`src/rtl/pip_pkg.sv`:
```
// Shared definitions for the IF/ID stage: PCSrc encodings, instruction field
// positions, default reset PC, fetch FSM states and the branch-offset helper.
package pip_pkg;

    typedef enum logic [1:0] {
        PC_SEQ = 2'b00,
        PC_BR  = 2'b01,
        PC_J   = 2'b10,
        PC_JR  = 2'b11
    } pc_src_e;

    typedef enum logic {
        RUN  = 1'b0,
        PEND = 1'b1
    } fetch_state_e;

    localparam logic [31:0] RESET_PC_DEFAULT = 32'h0000_0000;

    localparam int unsigned OPC_MSB  = 31;
    localparam int unsigned OPC_LSB  = 26;
    localparam int unsigned RS_MSB   = 25;
    localparam int unsigned RS_LSB   = 21;
    localparam int unsigned RT_MSB   = 20;
    localparam int unsigned RT_LSB   = 16;
    localparam int unsigned RD_MSB   = 15;
    localparam int unsigned RD_LSB   = 11;
    localparam int unsigned FUNC_MSB = 5;
    localparam int unsigned FUNC_LSB = 0;
    localparam int unsigned IMM_MSB  = 15;
    localparam int unsigned IMM_LSB  = 0;
    localparam int unsigned JIDX_MSB = 25;
    localparam int unsigned JIDX_LSB = 0;

    function automatic logic [31:0] sext_shl2(input logic [15:0] imm);
        return {{14{imm[15]}}, imm, 2'b00};
    endfunction

endpackage

```
`src/rtl/if_id_stage_if.sv`:
```
// Instruction-memory fetch bus between the IF stage (master) and imem (slave).
interface if_id_stage_if;
    logic [31:0] imem_addr;
    logic        imem_req;
    logic [31:0] imem_rdata;
    logic        imem_ready;

    modport master (
        output imem_addr,
        output imem_req,
        input  imem_rdata,
        input  imem_ready
    );

    modport slave (
        input  imem_addr,
        input  imem_req,
        output imem_rdata,
        output imem_ready
    );
endinterface

```
`src/rtl/if_id_stage_npc_calc.sv`:
```
// Combinational redirect-target generation for the instruction held in ID.
module npc_calc
    import pip_pkg::*;
(
    input  logic [31:0] i_pc4,
    input  logic [25:0] i_jidx,
    input  logic [31:0] i_rs_data,
    output logic [31:0] o_br_target,
    output logic [31:0] o_j_target,
    output logic [31:0] o_jr_target,
    output logic        o_misalign
);
    logic [15:0] w_imm;

    assign w_imm       = i_jidx[IMM_MSB:IMM_LSB];
    assign o_br_target = i_pc4 + sext_shl2(w_imm);
    assign o_j_target  = {i_pc4[31:28], i_jidx, 2'b00};
    assign o_jr_target = {i_rs_data[31:2], 2'b00};
    assign o_misalign  = |i_rs_data[1:0];
endmodule

```
`src/rtl/if_id_stage.sv`:
```
// Instruction fetch + IF/ID pipeline register for the 5-stage MIPS pipeline.
// Optional feature: define BRANCH_DELAY_SLOT_EN for delay-slot semantics.
module if_id_stage
    import pip_pkg::*;
#(
    parameter logic [31:0] RESET_PC = RESET_PC_DEFAULT
) (
    input  logic          clk,
    input  logic          rst,
    input  logic          stall,
    input  logic [1:0]    PCSrc,
    input  logic [31:0]   rs_data,
    if_id_stage_if.master imem,
    output logic          id_valid,
    output logic [31:0]   id_instr,
    output logic [31:0]   id_pc4,
    output logic [31:0]   id_link,
    output logic [5:0]    Opcode,
    output logic [5:0]    func,
    output logic [4:0]    Rs,
    output logic [4:0]    Rt,
    output logic [4:0]    Rd,
    output logic [15:0]   id_imm,
    output logic          pc_misalign
);
    logic [31:0] r_pc;
    logic        r_id_valid;
    logic [31:0] r_id_instr;
    logic [31:0] r_id_pc4;
    logic        r_misalign;

    logic [31:0] w_pc4;
    logic [31:0] w_br_target;
    logic [31:0] w_j_target;
    logic [31:0] w_jr_target;
    logic        w_npc_misalign;
    logic [31:0] w_target;
    logic        w_redirect;
    logic        w_redirect_misalign;
    pc_src_e     w_src;

`ifdef BRANCH_DELAY_SLOT_EN
    fetch_state_e r_state;
    logic [31:0]  r_target;
`endif

    npc_calc u_npc_calc (
        .i_pc4       (r_id_pc4),
        .i_jidx      (r_id_instr[JIDX_MSB:JIDX_LSB]),
        .i_rs_data   (rs_data),
        .o_br_target (w_br_target),
        .o_j_target  (w_j_target),
        .o_jr_target (w_jr_target),
        .o_misalign  (w_npc_misalign)
    );

    assign w_src               = pc_src_e'(PCSrc);
    assign w_pc4               = r_pc + 32'd4;
    assign w_redirect          = r_id_valid && (w_src != PC_SEQ);
    assign w_redirect_misalign = w_redirect && (w_src == PC_JR) && w_npc_misalign;

    always_comb begin
        w_target = w_pc4;
        case (w_src)
            PC_BR:   w_target = w_br_target;
            PC_J:    w_target = w_j_target;
            PC_JR:   w_target = w_jr_target;
            default: w_target = w_pc4;
        endcase
    end

    // Bubble keeps id_pc4 unchanged; only valid/instr are forced to a nop.
    always_ff @(posedge clk) begin
        if (rst) begin
            r_pc       <= RESET_PC;
            r_id_valid <= 1'b0;
            r_id_instr <= '0;
            r_id_pc4   <= '0;
            r_misalign <= 1'b0;
`ifdef BRANCH_DELAY_SLOT_EN
            r_state    <= RUN;
            r_target   <= '0;
`endif
        end else if (stall) begin
            r_misalign <= 1'b0;
        end else begin
            r_misalign <= w_redirect_misalign;
`ifdef BRANCH_DELAY_SLOT_EN
            if (r_state == PEND) begin
                if (imem.imem_ready) begin
                    r_id_valid <= 1'b1;
                    r_id_instr <= imem.imem_rdata;
                    r_id_pc4   <= w_pc4;
                    r_pc       <= r_target;
                    r_state    <= RUN;
                end else begin
                    r_id_valid <= 1'b0;
                    r_id_instr <= '0;
                end
            end else if (w_redirect) begin
                if (imem.imem_ready) begin
                    r_id_valid <= 1'b1;
                    r_id_instr <= imem.imem_rdata;
                    r_id_pc4   <= w_pc4;
                    r_pc       <= w_target;
                end else begin
                    r_id_valid <= 1'b0;
                    r_id_instr <= '0;
                    r_target   <= w_target;
                    r_state    <= PEND;
                end
            end else if (imem.imem_ready) begin
                r_id_valid <= 1'b1;
                r_id_instr <= imem.imem_rdata;
                r_id_pc4   <= w_pc4;
                r_pc       <= w_pc4;
            end else begin
                r_id_valid <= 1'b0;
                r_id_instr <= '0;
            end
`else
            if (w_redirect) begin
                r_pc       <= w_target;
                r_id_valid <= 1'b0;
                r_id_instr <= '0;
            end else if (imem.imem_ready) begin
                r_id_valid <= 1'b1;
                r_id_instr <= imem.imem_rdata;
                r_id_pc4   <= w_pc4;
                r_pc       <= w_pc4;
            end else begin
                r_id_valid <= 1'b0;
                r_id_instr <= '0;
            end
`endif
        end
    end

    assign imem.imem_addr = r_pc;
    assign imem.imem_req  = !rst;

    assign id_valid    = r_id_valid;
    assign id_instr    = r_id_instr;
    assign id_pc4      = r_id_pc4;
    assign pc_misalign = r_misalign;
`ifdef BRANCH_DELAY_SLOT_EN
    assign id_link     = r_id_pc4 + 32'd4;
`else
    assign id_link     = r_id_pc4;
`endif

    assign Opcode = r_id_instr[OPC_MSB:OPC_LSB];
    assign func   = r_id_instr[FUNC_MSB:FUNC_LSB];
    assign Rs     = r_id_instr[RS_MSB:RS_LSB];
    assign Rt     = r_id_instr[RT_MSB:RT_LSB];
    assign Rd     = r_id_instr[RD_MSB:RD_LSB];
    assign id_imm = r_id_instr[IMM_MSB:IMM_LSB];
endmodule
```
`src/flat_wrapper.sv`:
```
// flat-port wrapper written by rule: the top's interface ports become plain ports
module if_id_stage_flat import pip_pkg::*;
#(
    parameter logic [31:0] RESET_PC = RESET_PC_DEFAULT
)
  (clk, rst, stall, PCSrc, rs_data, id_valid, id_instr, id_pc4, id_link, Opcode, func, Rs, Rt, Rd, id_imm, pc_misalign, imem_imem_addr, imem_imem_req, imem_imem_rdata, imem_imem_ready);
  if_id_stage_if imem_i ();
  input  logic clk;
  input  logic rst;
  input  logic stall;
  input  logic [1:0] PCSrc;
  input  logic [31:0] rs_data;
  output logic id_valid;
  output logic [31:0] id_instr;
  output logic [31:0] id_pc4;
  output logic [31:0] id_link;
  output logic [5:0] Opcode;
  output logic [5:0] func;
  output logic [4:0] Rs;
  output logic [4:0] Rt;
  output logic [4:0] Rd;
  output logic [15:0] id_imm;
  output logic pc_misalign;
  output wire logic [$bits(imem_i.imem_addr)-1:0] imem_imem_addr;
  output wire logic [$bits(imem_i.imem_req)-1:0] imem_imem_req;
  input wire logic [$bits(imem_i.imem_rdata)-1:0] imem_imem_rdata;
  input wire logic [$bits(imem_i.imem_ready)-1:0] imem_imem_ready;
  assign imem_imem_addr = imem_i.imem_addr;
  assign imem_imem_req = imem_i.imem_req;
  assign imem_i.imem_rdata = imem_imem_rdata;
  assign imem_i.imem_ready = imem_imem_ready;
  if_id_stage #(.RESET_PC(RESET_PC)) u_core (.clk(clk), .rst(rst), .stall(stall), .PCSrc(PCSrc), .rs_data(rs_data), .imem(imem_i), .id_valid(id_valid), .id_instr(id_instr), .id_pc4(id_pc4), .id_link(id_link), .Opcode(Opcode), .func(func), .Rs(Rs), .Rt(Rt), .Rd(Rd), .id_imm(id_imm), .pc_misalign(pc_misalign));
endmodule
```
`config.mk`:
```
export PLATFORM = sky130hd
export DESIGN_NAME = if_id_stage_flat
export DESIGN_NICKNAME = d
export VERILOG_FILES = /design/src/rtl/pip_pkg.sv /design/src/rtl/if_id_stage_if.sv /design/src/rtl/if_id_stage_npc_calc.sv /design/src/rtl/if_id_stage.sv /design/src/flat_wrapper.sv
export SDC_FILE = /design/constraint.sdc
export NUM_CORES = 1
export LEC_CHECK = 0
export BUFFER_PORTS_ARGS = -buffer_cell sky130_fd_sc_hd__buf_2
export CAP_MARGIN = 40
export CELL_PAD_IN_SITES_DETAIL_PLACEMENT = 0
export CELL_PAD_IN_SITES_GLOBAL_PLACEMENT = 2
export CORE_MARGIN = 5
export CORE_UTILIZATION = 28
export DETAILED_ROUTE_END_ITERATION = 12
export GPL_ROUTABILITY_DRIVEN = 0
export PLACE_DENSITY_LB_ADDON = 0.1
export SLEW_MARGIN = 10
export SYNTH_ARGS = -nofsm -noshare
export SYNTH_HDL_FRONTEND = slang
export SYNTH_SLANG_ARGS = --single-unit
```
`constraint.sdc`:
```
create_clock -name clk -period 3.68 [get_ports clk]
set_input_delay 0.736 -clock clk [delete_from_list [all_inputs] [get_ports clk]]
set_output_delay 0.736 -clock clk [all_outputs]
set_load 0.01 [all_outputs]
```
After elaboration in Yosys (flattened, before gate mapping)
Index checks and enable logic that the tools add are counted.
{"block": "totals", "ff_bits": 98, "output_inout_bits": 174}
{"block": "classes", "add_sub_neg": 2, "eq_ne": 3, "muxes": 7, "n_bitwise": 2, "n_reduce_logical": 10}
{"operator": "2-to-1 mux 32 bit", "count": 4}
{"operator": "case mux 32 bit (3 select lines)", "count": 1}
{"operator": "adder 32 x 3 -> 32 bit, second input constant", "count": 1}
{"operator": "adder 32 bit", "count": 1}
{"operator": "== test 2 bit, second input constant", "count": 2}
{"operator": "nonzero test 2 bit", "count": 2}
{"operator": "OR reduction 2 bit", "count": 2}
{"operator": "logical AND 1 bit", "count": 3}
{"operator": "AND reduction 3 bit", "count": 1}
{"operator": "== test 2 x 1 -> 1 bit, second input constant", "count": 1}
{"operator": "2-to-1 mux 1 bit", "count": 2}
{"operator": "inverter 1 bit", "count": 2}
{"operator": "AND reduction 2 bit", "count": 1}
{"operator": "logical NOT 1 bit", "count": 1}

Logic depth before layout (Yosys ltp)
Gate-level depths: netlist of the first run.
{"block": "logic_depth", "ltp_word": 4, "mapped_depth": 12, "mapped_depth_nobuf": 12}

By module
From an unflattened synthesis of the first run, not the netlist that was laid out.
{"block": "unflattened", "cells_unflattened": 1015, "area_unflattened_um2": 8201.6}
{"module": "if_id_stage", "instances": 1, "cells_each": 695, "area_each_um2": 5884.4, "seq_area_each_um2": 1961.9}
{"module": "npc_calc", "instances": 1, "cells_each": 320, "area_each_um2": 2317.2, "seq_area_each_um2": 0.0}

Least setup slack after synthesis of the first run
No wires, ideal clock.
{"block": "synth_timing", "path_kind": "register -> register", "from": "register u_core.r_id_instr[15], in the netlist u_core.id_instr[15]", "to": "register u_core.r_pc[30], in the netlist u_core.imem.imem_addr[30]", "arrival_time_ns": 2.609, "setup_slack_ns": 0.936, "path_stages_with_launch": 12, "path_buffers": 1, "path_cell_list": "dfxtp_1 ha_1 buf_2 nand2_1 nor2_1 a211oi_1 o221a_2 a21oi_1 o21ai_0 mux2_2 o21ai_0 a31oi_1"}
{"block": "synth_between", "elab_chain_cells": 3}
{"element": "from (decl)", "line_no": "if_id_stage.sv:28", "text": "logic [31:0] r_id_instr;"}
{"element": "from (signal assigned)", "line_no": "if_id_stage.sv:128", "text": "r_id_instr <= imem.imem_rdata;"}
{"element": "adder 32 bit", "line_no": "if_id_stage_npc_calc.sv:16", "text": "assign o_br_target = i_pc4 + sext_shl2(w_imm);"}
{"element": "case mux 32 bit (3 select lines)", "line_no": "if_id_stage.sv:64", "text": "case (w_src)"}
{"element": "2-to-1 mux 32 bit", "line_no": "if_id_stage.sv:122", "text": "if (w_redirect) begin"}
{"element": "to (signal assigned)", "line_no": "if_id_stage.sv:123", "text": "r_pc <= w_target;"}
{"element": "to (signal assigned)", "line_no": "if_id_stage.sv:130", "text": "r_pc <= w_pc4;"}
{"element": "to (decl)", "line_no": "if_id_stage.sv:26", "text": "logic [31:0] r_pc;"}
Every way passes these cells.
A chain may end at the register's enable or synchronous reset.

Worst setup path in the final report of the first run
{"block": "layout_timing", "from": "register u_core.r_id_instr[0], in the netlist u_core.id_instr[0]", "to": "register u_core.r_pc[30], in the netlist u_core.imem.imem_addr[30]"}
The elaborated chain is that of the path after synthesis.

==> impl_metrics.json, run 1 <==
{
  "status": "completed",
  "postSynth.asyncResetShare": 0,
  "initialDrtViolationCount": 395,
  "first_pass_iters": 4,
  "whs_endpoint": "u_core.id_link[0]",
  "synth.lib_cells_used.distinct": 60,
  "clkTransAtPathRegs_ps": 80,
  "area_delta_synth_final_pct": 18.9,
  "tritoncts": "done",
  "number_of_cells_on_the_worst_hold_path": 2,
  "p_sw_uw": 878,
  "power.combinational.fraction": 0.202,
  "hold_start": "u_core.imem.imem_addr[0]",
  "netSwitchingFraction": 0.313,
  "tightest_slew_ps": 829,
  "postSynthRegisterBits": 98,
  "post_synth_instance_area_sq_um": 6890,
  "fin_tns_setup_ps": 0,
  "power_density_nw_per_um2": 342,
  "max_cap_violations": 0,
  "num_io_pins": 244,
  "rr_startpoint": "u_core.id_instr[0]",
  "yosysSeqAreaShare": 0.285,
  "post-place-ws_ps": 569,
  "ys.flop_type": "dfxtp_1",
  "route.vias.total": 6846,
  "power_frac_seq": 0.416,
  "max_slew_margin": 0.448,
  "finalHoldViolCount": 0,
  "yosysWarnings": 0,
  "clock_latency_reported_for_the_late_side_of_the_worst_skew_pair_ps": 360,
  "grt_first_pass_wirelength_mm": 41.7,
  "cts-hold-fix-buffers": 0,
  "design_internal_power_mw": 1.92,
  "finalClockSkew_ps": 8.60,
  "grt_pass1_vias": 6720,
  "max_clock_freq_mhz": 317,
  "unrepaired_setup_endpoints_after_global_routing": "no",
  "reg2reg_setup_slack_ps": 530,
  "power.clock.fraction": 0.382,
  "crit_type": "reg -> reg",
  "grt_antenna_before_repair": 0,
  "net_count_final": 1132,
  "htreeDepth": 3,
  "worstReg2RegEnd": "u_core.imem.imem_addr[30]",
  "design.die.area_sq_um": 27800,
  "grtUsageTotal": 0.188,
  "n_fill_cell": 2674,
  "route.final.wire_length_mm": 27.1,
  "average_footprint_of_a_synthesized_cell_sq_um": 7.71,
  "final-max-slew-violation-count": 0,
  "synthesis.instances": 893,
  "crit_fanout": 6,
  "clock_tree.root_cell": "clkbuf_16",
  "reg2reg_depth": 12,
  "placeableCoreArea_sq_um": 24200,
  "start_util": 0.284,
  "cp_data_required_time_ps": 3910,
  "cts_buffer_count": 9,
  "cts-resized-gates": 0,
  "port_buffers": 243,
  "placed_instance_area_sq_um": 7870,
  "finalCriticalPeriod_ps": 3150,
  "chipHeight_microns": 167,
  "setup_slack_ps": 525,
  "synth_edf_count": 0,
  "net_count_after_synthesis": 994,
  "share_of_the_clock_period_used_by_the_worst_path": 0.857,
  "routed_via_density": 5.04,
  "cp-end-kind": "flip-flop",
  "worstPathArrival_ps": 3380,
  "grt_remaining_overflow": 0,
  "die_w_microns": 167,
  "cts_setup_buffers": 0,
  "ir_worst_vdd_v": 0.000195,
  "dp.final_hpwl_mm": 20.4,
  "antenna-diode-count": 0,
  "row_count": 57,
  "post_drt_wl_per_cell_microns": 19.9,
  "setup-violations-final": 0,
  "cts-root-to-sink-buffers": 2,
  "clock_sinks": 98,
  "design_area_sq_um": 8190,
  "leakage_nw": 3.81,
  "hold_class": "reg -> reg",
  "ant_nets": 0,
  "critPathLaunchType": "flip-flop",
  "grt_max_degree": 68,
  "drcViolationCount": 0,
  "post_route_cells_drive_above_1_share": 0.289
}
## state kept, by name (all words and copies together), names as in the netlist
| name | cells |
|---|---|
| u_core.id_valid | 1 |
| u_core.pc_misalign | 1 |
| u_core.imem.imem_addr | 32 |
| u_core.id_link | 32 |
| u_core.id_instr | 32 |
## cell families after synthesis
logic type / Yosys count / synth area share
xor+xnor: 54 / 0.0687
buf+inv: 147 / 0.123
flops: 98 / 0.285
simple gates: 282 / 0.181
fa+ha+maj: 31 / 0.0574
mux: 22 / 0.0334
compound gates: 259 / 0.252
## cell usage after synthesis (5+ instances only)
cell / n / area [sq um]
buf_1: 6 / 22.5
mux2i_1: 14 / 140
nor2_1: 116 / 435
inv_1: 14 / 52.6
and3_1: 10 / 62.6
nand3_1: 22 / 110
xnor2_1: 27 / 236
a22oi_1: 43 / 323
o21ai_0: 42 / 210
nor4_1: 5 / 31.3
nand2b_1: 7 / 43.8
nand2_1: 79 / 297
mux2_2: 8 / 90.1
dfxtp_1: 98 / 1960
xor2_1: 27 / 236
a221oi_1: 6 / 52.6
clkbuf_1: 45 / 169
nor3_1: 12 / 60.1
a211oi_1: 38 / 285
a21o_1: 18 / 135
nor2b_1: 6 / 37.5
a21oi_1: 59 / 295
nand4_1: 15 / 93.8
a31oi_1: 14 / 87.6
buf_4: 77 / 578
ha_1: 30 / 375
## layout make-up
| cell class | instances | area, sq um | area share |
|---|---|---|---|
| repair buffers | 260 | 1360 | 0.166 |
| multi-input cells | 648 | 4100 | 0.500 |
| clock inverters | 6 | 90.1 | 0.0110 |
| flip-flops and latches | 98 | 1960 | 0.240 |
| clock buffers | 9 | 225 | 0.0275 |
| inverters | 14 | 52.6 | 0.00642 |
| well taps | 324 | 405 | 0.0495 |
## worst max-delay path, stage by stage (launching register included)
cell and delay, ps:
dfxtp_1 420, ha_1 260, inv_1 70, fa_1 410
nor2b_1 190, o2111ai_1 170, a21oi_1 370, o21ai_0 200
a21oi_1 220, o21ai_0 150, mux2_2 290, o21ai_0 160
a31oi_1 100
## power groups by stage
stage	Combinational (mW)	Sequential [mW]	Clock, mW
finish	0.564	1.16	1.07
global route	0.621	1.18	1.14
CTS	0.572	1.17	1.11
detailed placement	0.570	1.19	0
global placement	0.575	1.19	0
floorplan	0.361	1.20	0
## per-stage QoR
stage                     cells  hold WS (ps)  utilization  total power [mW]
final                      1359           499        0.338              2.80
after global routing       1359           536        0.338              2.94
after CTS                  1359           499        0.338              2.85
after detailed placement   1344           490        0.325              1.76
after global placement     1344           498        0.325              1.76
after floorplan             893           445            -              1.56
## layout by cell type (no fill, tap or decap), types with 8 or more instances in the layout
cell type,n
nand3_1,22
nor3_1,12
a21o_1,18
buf_4,17
nor2_1,114
a21oi_1,59
dfxtp_1,98
nand2_1,79
a31oi_1,14
inv_1,14
mux2_2,8
buf_2,242
mux2i_1,14
ha_1,30
o21ai_0,42
a22oi_1,43
a211oi_1,38
clkbuf_16,9
nand4_1,15
xor2_1,27
xnor2_1,27
and3_1,10
## worst max-delay path by stage
| stage | slack, ps | end | start | cells past startpoint |
|---|---|---|---|---|
| global placement | 670 | u_core.imem.imem_addr[30] | u_core.id_instr[0] | 12 |
| CTS | 490 | u_core.imem.imem_addr[30] | u_core.id_instr[0] | 12 |
| finish | 530 | u_core.imem.imem_addr[30] | u_core.id_instr[0] | 12 |
| floorplan | 940 | u_core.imem.imem_addr[30] | u_core.id_instr[15] | 11 |
| global route | 300 | u_core.imem.imem_addr[30] | u_core.id_instr[0] | 12 |
| detailed placement | 570 | u_core.imem.imem_addr[30] | u_core.id_instr[0] | 12 |
## per-layer routing
metal / part of all wire / wire, microns / GRT usage / vias up
met3: 0.054 / 1470 / 0.0351 / 14
met4: 0.010 / 277 / 0.0395 / 0
met5: 0 / 0 / 0 / -
met2: 0.43 / 11700 / 0.290 / 206
li1: - / - / - / 3406
met1: 0.50 / 13700 / 0.274 / 3220
Note: power is estimated with default switching activity, not from simulation.
==> run 2, diff against run 1 <==
--- a/config.mk
+++ b/config.mk
@@ -5,12 +5,13 @@
 export SDC_FILE = /design/constraint.sdc
 export NUM_CORES = 1
 export LEC_CHECK = 0
+export ABC_AREA = 1
 export BUFFER_PORTS_ARGS = -buffer_cell sky130_fd_sc_hd__buf_2
 export CAP_MARGIN = 40
 export CELL_PAD_IN_SITES_DETAIL_PLACEMENT = 0
 export CELL_PAD_IN_SITES_GLOBAL_PLACEMENT = 2
 export CORE_MARGIN = 5
-export CORE_UTILIZATION = 28
+export CORE_UTILIZATION = 26
 export DETAILED_ROUTE_END_ITERATION = 12
 export GPL_ROUTABILITY_DRIVEN = 0
 export PLACE_DENSITY_LB_ADDON = 0.1
==> run 2 against run 1 <==
Critical path depth unchanged. Setup slack better by 420 ps. Clock power fell by 9%. Die area rose by 21%. Core utilization down 2.7 points. Sequential power is 3% higher. Worst hold slack worse by 19 ps. Synthesized cell count grew 45%. Synthesized area is 14% higher. Register-to-register slack improved by 420 ps. Sequential share of layout area fell by 2.7 points. Non-clock buffer count fell by 2. Critical endpoint is now u_core.imem.imem_addr[20]. Highest routed layer unchanged.
==> impl_metrics.json, run 2 <==
{
  "status": "completed",
  "ir_worst_vdd_v": 0.000174,
  "clock_latency_reported_for_the_late_side_of_the_worst_skew_pair_ps": 360,
  "initialDrtViolationCount": 618,
  "finish.utilization": 0.310,
  "power_frac_seq": 0.434,
  "die_w_microns": 184,
  "ys.flop_type": "dfxtp_1",
  "final_cell_count_no_fill": 1841,
  "route.final.wire_length_mm": 35.3,
  "final-max-slew-violation-count": 0,
  "power.clock.fraction": 0.353,
  "antenna-diode-count": 0,
  "cts-root-to-sink-buffers": 2,
  "port_buffers": 243,
  "post_synth_instance_area_sq_um": 7840,
  "row_count": 63,
  "route.vias.total": 8600,
  "synth_edf_count": 0,
  "grt_pass1_vias": 8532,
  "synthMostInstantiatedCell": "nand2_1",
  "cp_data_required_time_ps": 3970,
  "post-synth-top-area-cell": "dfxtp_1",
  "route.top_layer_used": "met4",
  "max_clock_freq_mhz": 365,
  "routed_via_density": 4.67,
  "yosysSeqAreaShare": 0.250,
  "net_count_after_synthesis": 1397,
  "grt_remaining_overflow": 0,
  "crit_fanout": 7,
  "max_slew_margin": 0.443,
  "net_count_final": 1547,
  "ant_nets": 0,
  "first_pass_iters": 7,
  "cts-resized-gates": 0,
  "grt_first_pass_wirelength_mm": 52.7,
  "final_cell_mix": "nand2_1, buf_2, inv_1, nand3_1, dfxtp_1",
  "cts_buffer_count": 9,
  "max_cap_violations": 0,
  "tightest_slew_ps": 835,
  "hold_class": "reg -> reg",
  "grtUsageTotal": 0.204,
  "power_density_nw_per_um2": 301,
  "yosysWarnings": 0,
  "netSwitchingFraction": 0.346,
  "crit_type": "reg -> reg",
  "met3_length_mm": 1.69,
  "synth_common_cells": "nand2_1, inv_1, nand3_1, dfxtp_1, a21oi_1",
  "unrepaired_setup_endpoints_after_global_routing": "no",
  "start_util": 0.264,
  "postSynth.asyncResetShare": 0,
  "p_sw_uw": 959,
  "place_inst": 1825,
  "placeableCoreArea_sq_um": 29700,
  "design_area_sq_um": 9220,
  "power.combinational.fraction": 0.213,
  "setup-violations-final": 0,
  "average_footprint_of_a_synthesized_cell_sq_um": 6.05,
  "critPathLaunchType": "flip-flop",
  "finalClockSkew_ps": 16.9,
  "routedLengthMet1_mm": 17.3,
  "grt_antenna_before_repair": 0,
  "worstPathArrival_ps": 3020,
  "met2_wirelength_mm": 15.8,
  "post_drt_wl_per_cell_microns": 19.2,
  "most_frequent_standard_cell_in_the_layout_excluding_fill_and_tap_cells": "nand2_1",
  "synth_top_cell_area_share": 0.250,
  "synthesis.instances": 1296,
  "clkTransAtPathRegs_ps": 80,
  "fin_tns_setup_ps": 0,
  "synth.lib_cells_used.distinct": 39,
  "finalHoldViolCount": 0,
  "placed_instance_area_sq_um": 8930,
  "n_fill_cell": 3430,
  "dp.final_hpwl_mm": 28.2,
  "post_route_cells_drive_above_1_share": 0.217,
  "drcViolationCount": 0,
  "num_io_pins": 244,
  "cts_setup_buffers": 0,
  "tritoncts": "done",
  "grt_max_degree": 65,
  "cts-hold-fix-buffers": 0,
  "area_delta_synth_final_pct": 17.6,
  "finalCriticalPeriod_ps": 2740,
  "clock_tree.root_cell": "clkbuf_16",
  "share_of_the_clock_period_used_by_the_worst_path": 0.744,
  "cell_types_with_the_largest_area_share_after_synthesis": "dfxtp_1, nand2_1, inv_1",
  "design.die.area_sq_um": 33700,
  "design_internal_power_mw": 1.81,
  "htreeDepth": 3,
  "leakage_nw": 4.93,
  "chipHeight_microns": 184,
  "clock_sinks": 98,
  "fin_hold_ws_ps": 480,
  "cp-end-kind": "flip-flop",
  "postSynthRegisterBits": 98
}
run 2: cell types whose count changed after synthesis, sizes merged, moves of 14 or more:
cell    delta
a22oi     -43
nor2      -22
clkbuf    -20
inv      +159
a211oi    -40
a21oi     +38
nand2    +343
xor2      -19
nand3     +80
a21o      -16
o211ai    +16
xnor2     -21
mux2i     -14
run 2: final timing paths:
check                      startpoint                        end  slack (ps)  cells after the start
setup / recovery  u_core.id_instr[15]  u_core.imem.imem_addr[20]         940                     12
setup reg to reg  u_core.id_instr[15]  u_core.imem.imem_addr[20]         940                     12
hold / removal    u_core.id_instr[27]        u_core.id_instr[27]         480                      2
hold reg to reg   u_core.id_instr[27]        u_core.id_instr[27]         480                      2
run 2: logic make-up (layout without fill, tap and decap cells):
kind of cell | count (synthesis) | in the layout | synth area share
AOI/OAI and AO/OA | 193 | 193 | 0.142
DFF | 98 | 98 | 0.250
xor gates and xnor gates | 14 | 14 | 0.0156
adders and majority gates | 31 | 31 | 0.0504
buffers and inverters | 292 | 447 | 0.179
and+or+nand+nor | 668 | 668 | 0.362
run 2: area by class of cell:
| cell class | instances | area [sq um] | area share |
|---|---|---|---|
| multi-input combinational | 906 | 4490 | 0.487 |
| sequential | 98 | 1960 | 0.213 |
| timing repair buffer | 258 | 1340 | 0.145 |
| inverter | 173 | 649 | 0.0704 |
| tap | 390 | 488 | 0.0529 |
| clock buffer | 11 | 243 | 0.0263 |
| clock inverter | 5 | 45.0 | 0.00488 |
run 2: through the flow:
| step | worst slack [ps] | power, mW |
|---|---|---|
| after CTS | 950 | 2.81 |
| after detailed placement | 943 | 1.83 |
| after global placement | 954 | 1.83 |
| after floorplan | 1600 | 1.58 |
| final | 941 | 2.77 |
| after global routing | 666 | 2.91 |
run 2: power by group through the flow:
stage               Clock [mW]  Combinational (mW)  Sequential (mW)
floorplan                    0               0.360             1.22
global placement             0               0.602             1.23
detailed placement           0               0.597             1.23
CTS                       1.00               0.599             1.21
global route              1.04               0.660             1.21
finish                   0.978               0.591             1.20
run 2: worst max-delay path: stages (launching register included):
cell and delay (ps):
dfxtp_1 440, buf_4 230, ha_1 350, nand2_1 90, inv_1 100, nand2_1 80, nor2_1 330, nand4_1 140
nand3_1 250, nor2_1 90, o21ai_0 350, nand2_1 90, a21oi_1 120
run 2: layer usage:
metal / vias up / GRT usage
li1: 4388 / -
met1: 3960 / 0.292
met2: 228 / 0.328
met3: 24 / 0.0305
met4: 0 / 0.0379
met5: - / 0
